===== src/rtl/pcie_scrambler_par_if.sv =====
// Beat-level bus between the TX framing mux and the per-lane scrambler.
// Handshake: there is no ready; the sink always accepts, so a beat transfers on
// every clock where in_valid is 1, and out_valid marks each registered result beat.
interface pcie_scrambler_par_if #(
    parameter int NUM_BYTES = 1
);
    logic                   in_valid;
    logic [8*NUM_BYTES-1:0] in_data;
    logic [NUM_BYTES-1:0]   in_k;
    logic                   out_valid;
    logic [8*NUM_BYTES-1:0] out_data;
    logic [NUM_BYTES-1:0]   out_k;

    modport master (
        output in_valid, in_data, in_k,
        input  out_valid, out_data, out_k
    );

    modport slave (
        input  in_valid, in_data, in_k,
        output out_valid, out_data, out_k
    );
endinterface


===== src/rtl/pcie_scrambler_par.sv =====
// Multi-byte PCIe Gen1/Gen2 scrambler (x^16+x^5+x^4+x^3+1, Galois), byte 0 first in time.
// Optional SCR_SEED_LOAD_EN adds seed_load/seed_value inputs and the lfsr_state_o observation port.
module pcie_scrambler_par #(
    parameter int          NUM_BYTES = 1,
    parameter logic [15:0] SEED      = 16'hFFFF
) (
    input  logic        clk_i,
    input  logic        system_reset,
    input  logic        scrambler_reset,
    input  logic        scrambler_disable,
`ifdef SCR_SEED_LOAD_EN
    input  logic        seed_load,
    input  logic [15:0] seed_value,
    output logic [15:0] lfsr_state_o,
`endif
    pcie_scrambler_par_if.slave bus
);

    localparam logic [7:0] K_COM = 8'hBC;
    localparam logic [7:0] K_SKP = 8'h1C;

    logic [15:0]            r_lfsr;
    logic                   r_out_valid;
    logic [8*NUM_BYTES-1:0] r_out_data;
    logic [NUM_BYTES-1:0]   r_out_k;

    logic [15:0]            w_lfsr_start;
    logic [15:0]            w_lfsr_next;
    logic                   w_reload;
    logic [8*NUM_BYTES-1:0] w_out_data;

    // Returns {scramble_byte, lfsr_after_8_steps}; bit i of the byte is lfsr[15] before step i.
    function automatic logic [23:0] scr_advance8(input logic [15:0] l_in);
        logic [15:0] l;
        logic [7:0]  s;
        l = l_in;
        s = '0;
        for (int i = 0; i < 8; i++) begin
            s[i] = l[15];
            l    = {l[14:5], l[4] ^ l[15], l[3] ^ l[15], l[2] ^ l[15], l[1:0], l[15]};
        end
        return {s, l};
    endfunction

    always_comb begin
        logic [15:0] w_walk;
        logic [23:0] w_step;
        logic [7:0]  w_sym;
        logic        w_is_k;

        w_reload     = scrambler_reset;
        w_lfsr_start = scrambler_reset ? SEED : r_lfsr;
`ifdef SCR_SEED_LOAD_EN
        w_reload = scrambler_reset | seed_load;
        if (seed_load) begin
            w_lfsr_start = seed_value;
        end
`endif
        w_walk     = w_lfsr_start;
        w_out_data = bus.in_data;
        w_step     = '0;
        w_sym      = '0;
        w_is_k     = 1'b0;

        // Each byte sees the LFSR left behind by the byte before it, so COM mid-beat reseeds the rest.
        for (int b = 0; b < NUM_BYTES; b++) begin
            w_sym  = bus.in_data[8*b +: 8];
            w_is_k = bus.in_k[b];
            w_step = scr_advance8(w_walk);
            if (w_is_k && (w_sym == K_COM)) begin
                w_walk = SEED;
            end else if (!(w_is_k && (w_sym == K_SKP))) begin
                w_walk = w_step[15:0];
                if (!w_is_k && !scrambler_disable) begin
                    w_out_data[8*b +: 8] = w_sym ^ w_step[23:16];
                end
            end
        end
        w_lfsr_next = w_walk;
    end

    always_ff @(posedge clk_i or negedge system_reset) begin
        if (!system_reset) begin
            r_lfsr      <= SEED;
            r_out_valid <= 1'b0;
            r_out_data  <= '0;
            r_out_k     <= '0;
        end else begin
            r_out_valid <= bus.in_valid;
            if (bus.in_valid) begin
                r_lfsr     <= w_lfsr_next;
                r_out_data <= w_out_data;
                r_out_k    <= bus.in_k;
            end else if (w_reload) begin
                r_lfsr <= w_lfsr_start;
            end
        end
    end

    assign bus.out_valid = r_out_valid;
    assign bus.out_data  = r_out_data;
    assign bus.out_k     = r_out_k;

`ifdef SCR_SEED_LOAD_EN
    assign lfsr_state_o = r_lfsr;
`endif

endmodule


===== src/flat_wrapper.sv =====
// flat-port wrapper written by rule: the top's interface ports become plain ports
module pcie_scrambler_par_flat 
#(
    parameter int          NUM_BYTES = 1,
    parameter logic [15:0] SEED      = 16'hFFFF
)
  (clk_i, system_reset, scrambler_reset, scrambler_disable, bus_in_valid, bus_in_data, bus_in_k, bus_out_valid, bus_out_data, bus_out_k);
  pcie_scrambler_par_if #(.NUM_BYTES(NUM_BYTES)) bus_i ();
  input  logic clk_i;
  input  logic system_reset;
  input  logic scrambler_reset;
  input  logic scrambler_disable;
  input wire logic [$bits(bus_i.in_valid)-1:0] bus_in_valid;
  input wire logic [$bits(bus_i.in_data)-1:0] bus_in_data;
  input wire logic [$bits(bus_i.in_k)-1:0] bus_in_k;
  output wire logic [$bits(bus_i.out_valid)-1:0] bus_out_valid;
  output wire logic [$bits(bus_i.out_data)-1:0] bus_out_data;
  output wire logic [$bits(bus_i.out_k)-1:0] bus_out_k;
  assign bus_i.in_valid = bus_in_valid;
  assign bus_i.in_data = bus_in_data;
  assign bus_i.in_k = bus_in_k;
  assign bus_out_valid = bus_i.out_valid;
  assign bus_out_data = bus_i.out_data;
  assign bus_out_k = bus_i.out_k;
  pcie_scrambler_par #(.NUM_BYTES(NUM_BYTES), .SEED(SEED)) u_core (.clk_i(clk_i), .system_reset(system_reset), .scrambler_reset(scrambler_reset), .scrambler_disable(scrambler_disable), .bus(bus_i));
endmodule

===== config.mk =====
export PLATFORM = sky130hd
export DESIGN_NAME = pcie_scrambler_par_flat
export DESIGN_NICKNAME = d
export VERILOG_FILES = /design/src/rtl/pcie_scrambler_par_if.sv /design/src/rtl/pcie_scrambler_par.sv /design/src/flat_wrapper.sv
export SDC_FILE = /design/constraint.sdc
export NUM_CORES = 1
export LEC_CHECK = 0
export ABC_CLOCK_PERIOD_IN_PS = 2530
export CAP_MARGIN = 20
export CORE_AREA = 2 2 57 59
export CTS_BUF_LIST = sky130_fd_sc_hd__clkbuf_2
export DETAILED_ROUTE_END_ITERATION = 8
export DIE_AREA = 0 0 59 61
export PLACE_DENSITY = 0.77
export SLEW_MARGIN = 20
export SYNTH_ARGS = -nofsm -noshare
export SYNTH_HDL_FRONTEND = slang
export SYNTH_SLANG_ARGS = --single-unit

===== constraint.sdc =====
create_clock -name clk_i -period 2.53 [get_ports clk_i]
set_input_delay 0.759 -clock clk_i [delete_from_list [all_inputs] [get_ports clk_i]]
set_output_delay 0.759 -clock clk_i [all_outputs]
set_load 0.005 [all_outputs]

; ---- After elaboration in Yosys (flattened, before gate mapping)
; Cells that the tools add are included.
[totals]
output_inout_bits = 10
input_bits = 14
wordCells = 45
regBits = 26
[classes]
n_bitwise = 25
reduce_logical = 6
eq_ne = 2
mux = 8
[ops]
columns = operator, count
row1 = $mux 16, 5
row2 = $mux 8, 3
row3 = $xor 1x1->1, 24
row4 = $eq 8x5->1 const B, 1
row5 = $eq 8x8->1 const B, 1
row6 = $xor 8x8->8, 1
row7 = $logic_and 1x1->1, 3
row8 = $logic_not 1->1, 2
row9 = $reduce_bool 2->1, 1

; ---- Logic depth before layout (Yosys ltp)
; Gate-level depths: netlist of run 1.
[logic_depth]
depth_word = 7
depth_mapped = 5
depth_no_buf = 4

; ---- Least setup slack after synthesis of run 1
; OpenSTA, ideal clock, no wires.
[synth_timing]
kind = input port to flip-flop
start = in bus_in_data[6]
end = reg u_core.r_lfsr[0]
setup_slack_ns = 0.388
setup_time_ns = 0.095
n_path_buf = 1
required_ns = 2.435
path_stages = 5
arrival_ns = 2.047
cell_sequence = or3_1 > buf_2 > o41ai_4 > mux2i_1 > nand2_1
[synth_between]
elab_chain_len = 5
elab_cells_between_ends = 7
classes_between = 2 x eq/ne / 3 x mux / 2 x reduce/logical
[synth_rtl]
columns = item, line_no
row1 = "start, declared", flat_wrapper.sv:14  ; input wire logic [$bits(bus_i.in_data)-1:0] bus_in_data;
row2 = $eq 8x5->1, pcie_scrambler_par.sv:72  ; end else if (!(w_is_k && (w_sym == K_SKP))) begin
row3 = $logic_and 1x1->1, pcie_scrambler_par.sv:72
row4 = $mux 16, pcie_scrambler_par.sv:72
row5 = $mux 16 *, pcie_scrambler_par.sv:70  ; if (w_is_k && (w_sym == K_COM)) begin
row6 = $mux 16 *, pcie_scrambler_par.sv:90  ; if (bus.in_valid) begin
row7 = "end signal, assigned", pcie_scrambler_par.sv:91  ; r_lfsr <= w_lfsr_next;
row8 = "end signal, assigned", pcie_scrambler_par.sv:95  ; r_lfsr <= w_lfsr_start;
row9 = "end, declared", pcie_scrambler_par.sv:22  ; logic [15:0] r_lfsr;
; Mark *: on every way between the ends. The rest lies on a longest branch, timed or not.
; A chain may end at the register's enable or synchronous reset.

; ---- Final worst setup path of run 1
[layout_timing]
start = in bus_in_data[6]
end = reg u_core.r_lfsr[5]
; Same word-level chain as after synthesis.

==> results of run 1 <==
[worst max-delay path: stages]
cell             delay [ns]
clkdlybuf4s50_1        0.42
or3_1                  0.43
buf_4                  0.16
o41ai_4                0.19
buf_4                  0.24
a21oi_1                0.07
o21ai_0                0.25
[cells in the mapped netlist, types with 5 or more instances]
cell / count / area share
dfrtp_1: 10 / 0.18
o21ai_0: 11 / 0.039
mux2i_1: 6 / 0.043
dfstp_2: 16 / 0.30
nor2_1: 20 / 0.053
clkbuf_1: 7 / 0.019
nand2_1: 8 / 0.021
a21oi_1: 10 / 0.035
o22a_1: 5 / 0.031
xor2_1: 10 / 0.062
xnor2_1: 19 / 0.12
[metal layers]
layer / part of all wire / track usage
met1: 0.44 / 0.277
met4: 0.016 / 0.0649
met3: 0.043 / 0.0235
met2: 0.50 / 0.387
met5: 0 / 0
[power groups by stage]
stage                     Clock, mW  Sequential [mW]  Combinational (mW)
after detailed placement          0            0.580               0.354
after floorplan                   0            0.562               0.229
final                         0.263            0.573               0.355
after CTS                     0.270            0.572               0.358
after global placement            0            0.575               0.345
after global routing          0.282            0.582               0.393
[through the flow]
step	total power, mW	hold WS [ns]	setup slack [ns]	instance area [sq um]	setup TNS (ns)
after CTS	1.20	0.559	0.291	1840	0
final	1.19	0.552	0.277	1840	0
after detailed placement	0.933	0.508	-0.0869	1790	-0.487
after floorplan	0.790	0.463	0.388	1410	0
after global routing	1.26	0.568	0.211	1840	0
after global placement	0.920	0.493	-0.0172	1790	-0.0420
[path summary, 6_finish.rpt]
check | startpoint | to | cells past startpoint
worst max-delay path | bus_in_data[6] | u_core.r_lfsr[5] | 7
worst min-delay path | u_core.bus.out_k | u_core.bus.out_k | 1
worst max register to register | u_core.r_lfsr[8] | u_core.r_lfsr[5] | 4
worst min register to register | u_core.bus.out_k | u_core.bus.out_k | 1
max in group asynchronous | system_reset | u_core.r_lfsr[2] | 2
min in group asynchronous | system_reset | u_core.bus.out_data[3] | 2
[flip-flops by register name (all words and copies together), names as in the netlist]
register / flops
u_core.r_lfsr: 16
u_core.bus.out_data: 8
u_core.bus.out_k: 1
u_core.bus.out_valid: 1
[layout by cell type, fill, tap and decap left out, types with 2 or more instances in the layout]
| master | netlist | layout |
|---|---|---|
| clkdlybuf4s50_1 | 0 | 23 |
| nor2_1 | 20 | 20 |
| xnor2_1 | 19 | 19 |
| buf_4 | 0 | 19 |
| dfstp_2 | 16 | 16 |
| o21ai_0 | 11 | 11 |
| xor2_1 | 10 | 10 |
| a21oi_1 | 10 | 10 |
| dfrtp_1 | 10 | 10 |
| nand2_1 | 8 | 8 |
| mux2i_1 | 6 | 6 |
| o22a_1 | 5 | 5 |
| clkbuf_2 | 0 | 3 |
| inv_1 | 2 | 2 |
| nand4_1 | 2 | 2 |
| or3_1 | 2 | 2 |
| o22ai_1 | 2 | 2 |
[logic make-up after synthesis]
logic type,after synthesis
compound gates,34
simple gates,34
xor+xnor,29
flops,26
buf+inv,10
mux,7
[layout make-up]
type                            count  area [sq um]  share of cell area
Clock buffer                        3          15.0             0.00816
Clock inverter                      1          30.0              0.0163
Inverter                            2          7.51             0.00408
Multi-Input combinational cell    104           702               0.382
Sequential cell                    26           671               0.365
Tap cell                           33          41.3              0.0224
Timing Repair Buffer               42           373               0.203
==> run_results.csv, run 1 <==
group,metric,value,unit
synth,synth_mux_area_frac,0.0505,
cts,post_cts_buffers,0,
cells_and_area,fin_util,0.623,
timing,finalHoldViolCount,0,
floorplan,dieHeight,61,um
synth,ys.flop_type,"dfstp_2",
pwr,power_frac_seq,0.481,
floorplan,num_rows,20,
synth,yosys_warnings,0,
drt,ant_nets,0,
job,max_cap_viol_count,0,
timing,slew_viol_final,0,
cts,insertion_delay,0.36,ns
placed_design,gp_congestion,0.860,
cts,clkSlewWorstSetupHoldPaths,0.25,ns
critical_path,setup.worst_path.class,"in2reg",
global_route,grt_pass1_wl,5830,um
timing,slew_headroom,0.576,
cells_and_area,area_growth,30.3,%
timing,fin_crit_sh,0.891,
outcome,status,"completed",
synth,yosys_register_bits,26,
placed_design,placed_cells,207,
pwr,p_int,846,uW
synth,async_flop_share,1.00,
floorplan,chipWidth,59,um
synth,synth_edf_count,0,
timing,period_needed,2.25,ns
worst_hold_path,hp-class,"reg2reg",
global_route,grt_max_degree,27,
cells_and_area,drive_above_1_share,0.230,
drt,drc_errors,0,
synth,synthSimpleGateAreaFrac,0.103,
synth,yosysSeqAreaShare,0.475,
global_route,grt_pass1_vias,1234,
floorplan,initial_core_util,0.478,
synth,syn_nets,154,
timing,setup_viol,0,
synth,synth_compound_area_frac,0.164,
synth,yosys.area_share.adder,0,
pwr,peakVddDrop,458,uV
critical_path,crit_fanout,9,
synth,synthDistinctLibCells,25,
cts,hold_buffers,0,
cells_and_area,final-instance-count-excl-fill,211,
timing,skew,0.0110,ns
pwr,p_sw_frac,0.290,
cells_and_area,fill_cells,248,
timing,tightest_slew,0.628,ns
synth,syn-cell-area,1410,sq um
drt,drt_iter0_drc,45,
cells_and_area,antenna_cells,0,
critical_path,arrival,2.53,ns
floorplan,dieArea,3600,sq um
placed_design,dp_hpwl,2530,um
global_route,gr-total-overflow,0,
floorplan,pin_count,24,
critical_path,end_kind,"flip-flop",
global_route,antenna_found_initial,0,
pwr,comb_power_share,0.298,
critical_path,r2r_slack,1.09,ns
drt,vias,1164,
synth,synth_top_family_by_area,"XOR/XNOR gates",
cts,clockBufferDepth,2,
drt,first_pass_iters,4,
drt,via_per_inst,5.52,
synth,synth-xor-area-share,0.180,
cts,cts_made_buffers,3,
synth,syn_area_per_cell,10.1,sq um
cts,ctsResizeCount,0,
critical_path,worstSetupStartpointType,"primary input",
pwr,power.density,648,nW/um^2
cts,root_buffer,"clkbuf_2",
global_route,track_usage,0.216,
pwr,p_clk_frac,0.221,
cts,cts.sinks,26,
critical_path,worstPathRequired,2.81,ns
placed_design,io_buffer_count,23,
cts,htreeDepth,1,
cells_and_area,fin_nets,193,
timing,max_freq,0.444,GHz
floorplan,core,2950,sq um
synth,synth_cells,140,
pwr,leakage,0.745,nW
drt,drt_wl_total,3430,um
pwr,netSwitchingPower,345,uW
timing,rsz0062_at_grt,"no",
drt,wire_per_inst,16.3,um
cts,cts_tree,"yes",
Note: power is estimated with default switching activity, not from simulation.
==> run 2, diff against run 1 <==
--- a/config.mk
+++ b/config.mk
@@ -7,10 +7,11 @@
 export LEC_CHECK = 0
 export ABC_CLOCK_PERIOD_IN_PS = 2530
 export CAP_MARGIN = 20
-export CORE_AREA = 2 2 57 59
+export CORE_AREA = 5 5 60 62
 export CTS_BUF_LIST = sky130_fd_sc_hd__clkbuf_2
 export DETAILED_ROUTE_END_ITERATION = 8
-export DIE_AREA = 0 0 59 61
+export DIE_AREA = 0 0 65 67
+export GPL_ROUTABILITY_DRIVEN = 0
 export PLACE_DENSITY = 0.77
 export SLEW_MARGIN = 20
 export SYNTH_ARGS = -nofsm -noshare
==> run 2 against run 1 <==
Net effect: clock-buffer cell count did not move; via count fell by 1.2%; combinational power rose by 1%; global-route usage fell by 4.5 points; total power barely moved; final area did not move; highest routed layer unchanged.
==> run_results.csv, run 2 (same netlist as run 1, synthesis figures left out) <==
group,metric,value,unit
placed_design,dp_hpwl,2470,um
floorplan,num_rows,20,
placed_design,post-place-ws,-0.0489,ns
cells_and_area,largest_reg_flops,16,
global_route,track_usage,0.172,
global_route,gr-total-overflow,0,
cells_and_area,top_register,"u_core.r_lfsr",
floorplan,dieHeight,67,um
cts,clockBufferDepth,2,
critical_path,critical_path.slowest_cell,"or3_1",
global_route,grt_pass1_wl,5730,um
cells_and_area,final_common_cell,"clkdlybuf4s50_1",
cells_and_area,area_growth,30.3,%
timing,setup_viol,0,
timing,finalSetupTns,0,ns
cts,cts_tree,"yes",
global_route,grt_max_degree,27,
cells_and_area,layout_common_cells,"23 x clkdlybuf4s50_1, 20 x nor2_1, 19 x xnor2_1, 19 x buf_4, 16 x dfstp_2",
floorplan,dieArea,4360,sq um
drt,ant_nets,0,
critical_path,worstSetupStartpointType,"primary input",
critical_path,critical_path.max_stage_delay,0.45,ns
cells_and_area,fin_nets,193,
critical_path,r2r_slack,1.09,ns
cts,ctsResizeCount,0,
drt,drt_iter0_drc,68,
worst_hold_path,hp-start,"u_core.bus.out_k",
global_route,antenna_found_initial,0,
outcome,status,"completed",
drt,via_per_inst,5.45,
critical_path,worstRegToRegCells,4,
timing,slew_headroom,0.581,
cts,clkSlewWorstSetupHoldPaths,0.25,ns
placed_design,io_buffer_count,23,
cts,insertion_delay,0.34,ns
floorplan,initial_core_util,0.474,
timing,max_freq,0.450,GHz
cells_and_area,antenna_cells,0,
critical_path,setup.worst_path.class,"in2reg",
drt,wire_per_inst,15.7,um
global_route,grt_pass1_vias,1235,
timing,slew_viol_final,0,
timing,tightest_slew,0.620,ns
timing,fin_crit_sh,0.879,
cells_and_area,drive_above_1_share,0.230,
floorplan,chipWidth,65,um
cts,htreeDepth,1,
pwr,power.density,647,nW/um^2
cts,hold_buffers,0,
cells_and_area,final-instance-count-excl-fill,211,
cts,cts_made_buffers,3,
timing,period_needed,2.22,ns
cts,root_buffer,"clkbuf_2",
drt,first_pass_iters,4,
drt,drt_wl_total,3310,um
pwr,peakVddDrop,405,uV
timing,finalHoldViolCount,0,
critical_path,timing.rr.start,"u_core.r_lfsr[9]",
cells_and_area,fill_cells,255,
cts,cts.sinks,26,
job,max_cap_viol_count,0,
worst_hold_path,hold_depth,1,
critical_path,worstPathRequired,2.84,ns
pwr,leakage,0.745,nW
timing,rsz0062_at_grt,"no",
floorplan,pin_count,24,
critical_path,arrival,2.53,ns
timing,skew,0.00619,ns
critical_path,end_kind,"flip-flop",
drt,drc_errors,0,
placed_design,placed_cells,207,
critical_path,crit_fanout,8,
timing,layout_setup_ws,0.307,ns
critical_path,cp_cell_sequence,"clkdlybuf4s50_1, or3_1, buf_4, o32a_1, o22ai_1, nand2_1",
worst_hold_path,hp-class,"reg2reg",
floorplan,core,2980,sq um
cts,post_cts_buffers,0,
drt,vias,1150,
critical_path,reg2reg_to,"u_core.r_lfsr[4]",
worst_hold_path,hold_end,"u_core.bus.out_k",
[run 2: cell counts in the layout (fill, tap and decap cells not counted)]
Identical to the previous run, type by type.
[run 2: layout make-up]
| cell class | instances | area [sq um] | share of cell area |
|---|---|---|---|
| inverters | 2 | 7.51 | 0.00408 |
| repair buffers | 42 | 373 | 0.203 |
| flip-flops and latches | 26 | 671 | 0.365 |
| clock inverters | 1 | 30.0 | 0.0163 |
| clock buffers | 3 | 15.0 | 0.00816 |
| well taps | 33 | 41.3 | 0.0224 |
| multi-input cells | 104 | 702 | 0.382 |
[run 2: power breakdown]
| group | switching, mW | internal (mW) |
|---|---|---|
| combinational | 0.157 | 0.202 |
| clock | 0.124 | 0.136 |
| sequential | 0.0639 | 0.508 |
| total | 0.345 | 0.846 |
[run 2: worst max-delay path by stage]
stage,from,to,slack [ns],depth (start not counted)
2_1_floorplan,bus_in_data[6],u_core.r_lfsr[0],0.39,5
3_3_place_gp,bus_in_data[6],u_core.r_lfsr[4],-0.04,5
3_5_place_dp,bus_in_data[6],u_core.r_lfsr[3],-0.05,6
4_1_cts,bus_in_data[6],u_core.r_lfsr[12],0.33,6
5_1_grt,bus_in_data[6],u_core.r_lfsr[11],0.29,7
6_report,bus_in_data[6],u_core.r_lfsr[12],0.31,6
[run 2: metrics by stage]
stage	hold WS [ns]	util	power, mW	instance area [sq um]
after floorplan	0.463	-	0.790	1410
after global placement	0.492	0.603	0.922	1790
after detailed placement	0.508	0.603	0.937	1790
after CTS	0.560	0.618	1.20	1840
after global routing	0.583	0.618	1.27	1840
final	0.551	0.618	1.19	1840
[run 2: worst max-delay path: cells and delay by family]
| family | cells | cell delay (ns) |
|---|---|---|
| simple gates | 2 | 0.53 |
| compound gates | 2 | 0.66 |
| buf+inv | 2 | 0.58 |
[run 2: layer usage]
metal	wire length [um]	track usage	up-vias
li1	-	-	558
met1	1440	0.210	546
met2	1620	0.310	36
met3	194	0.0337	10
met4	52	0.0396	0
met5	0	0	-
==> run 3, diff against run 2 <==
--- a/config.mk
+++ b/config.mk
@@ -13,7 +13,7 @@
 export DIE_AREA = 0 0 65 67
 export GPL_ROUTABILITY_DRIVEN = 0
 export PLACE_DENSITY = 0.77
-export SLEW_MARGIN = 20
+export SLEW_MARGIN = 5
 export SYNTH_ARGS = -nofsm -noshare
 export SYNTH_HDL_FRONTEND = slang
 export SYNTH_SLANG_ARGS = --single-unit
==> results of run 3 <==
The final DEF is identical to that of run 2; final timing and power are the same.
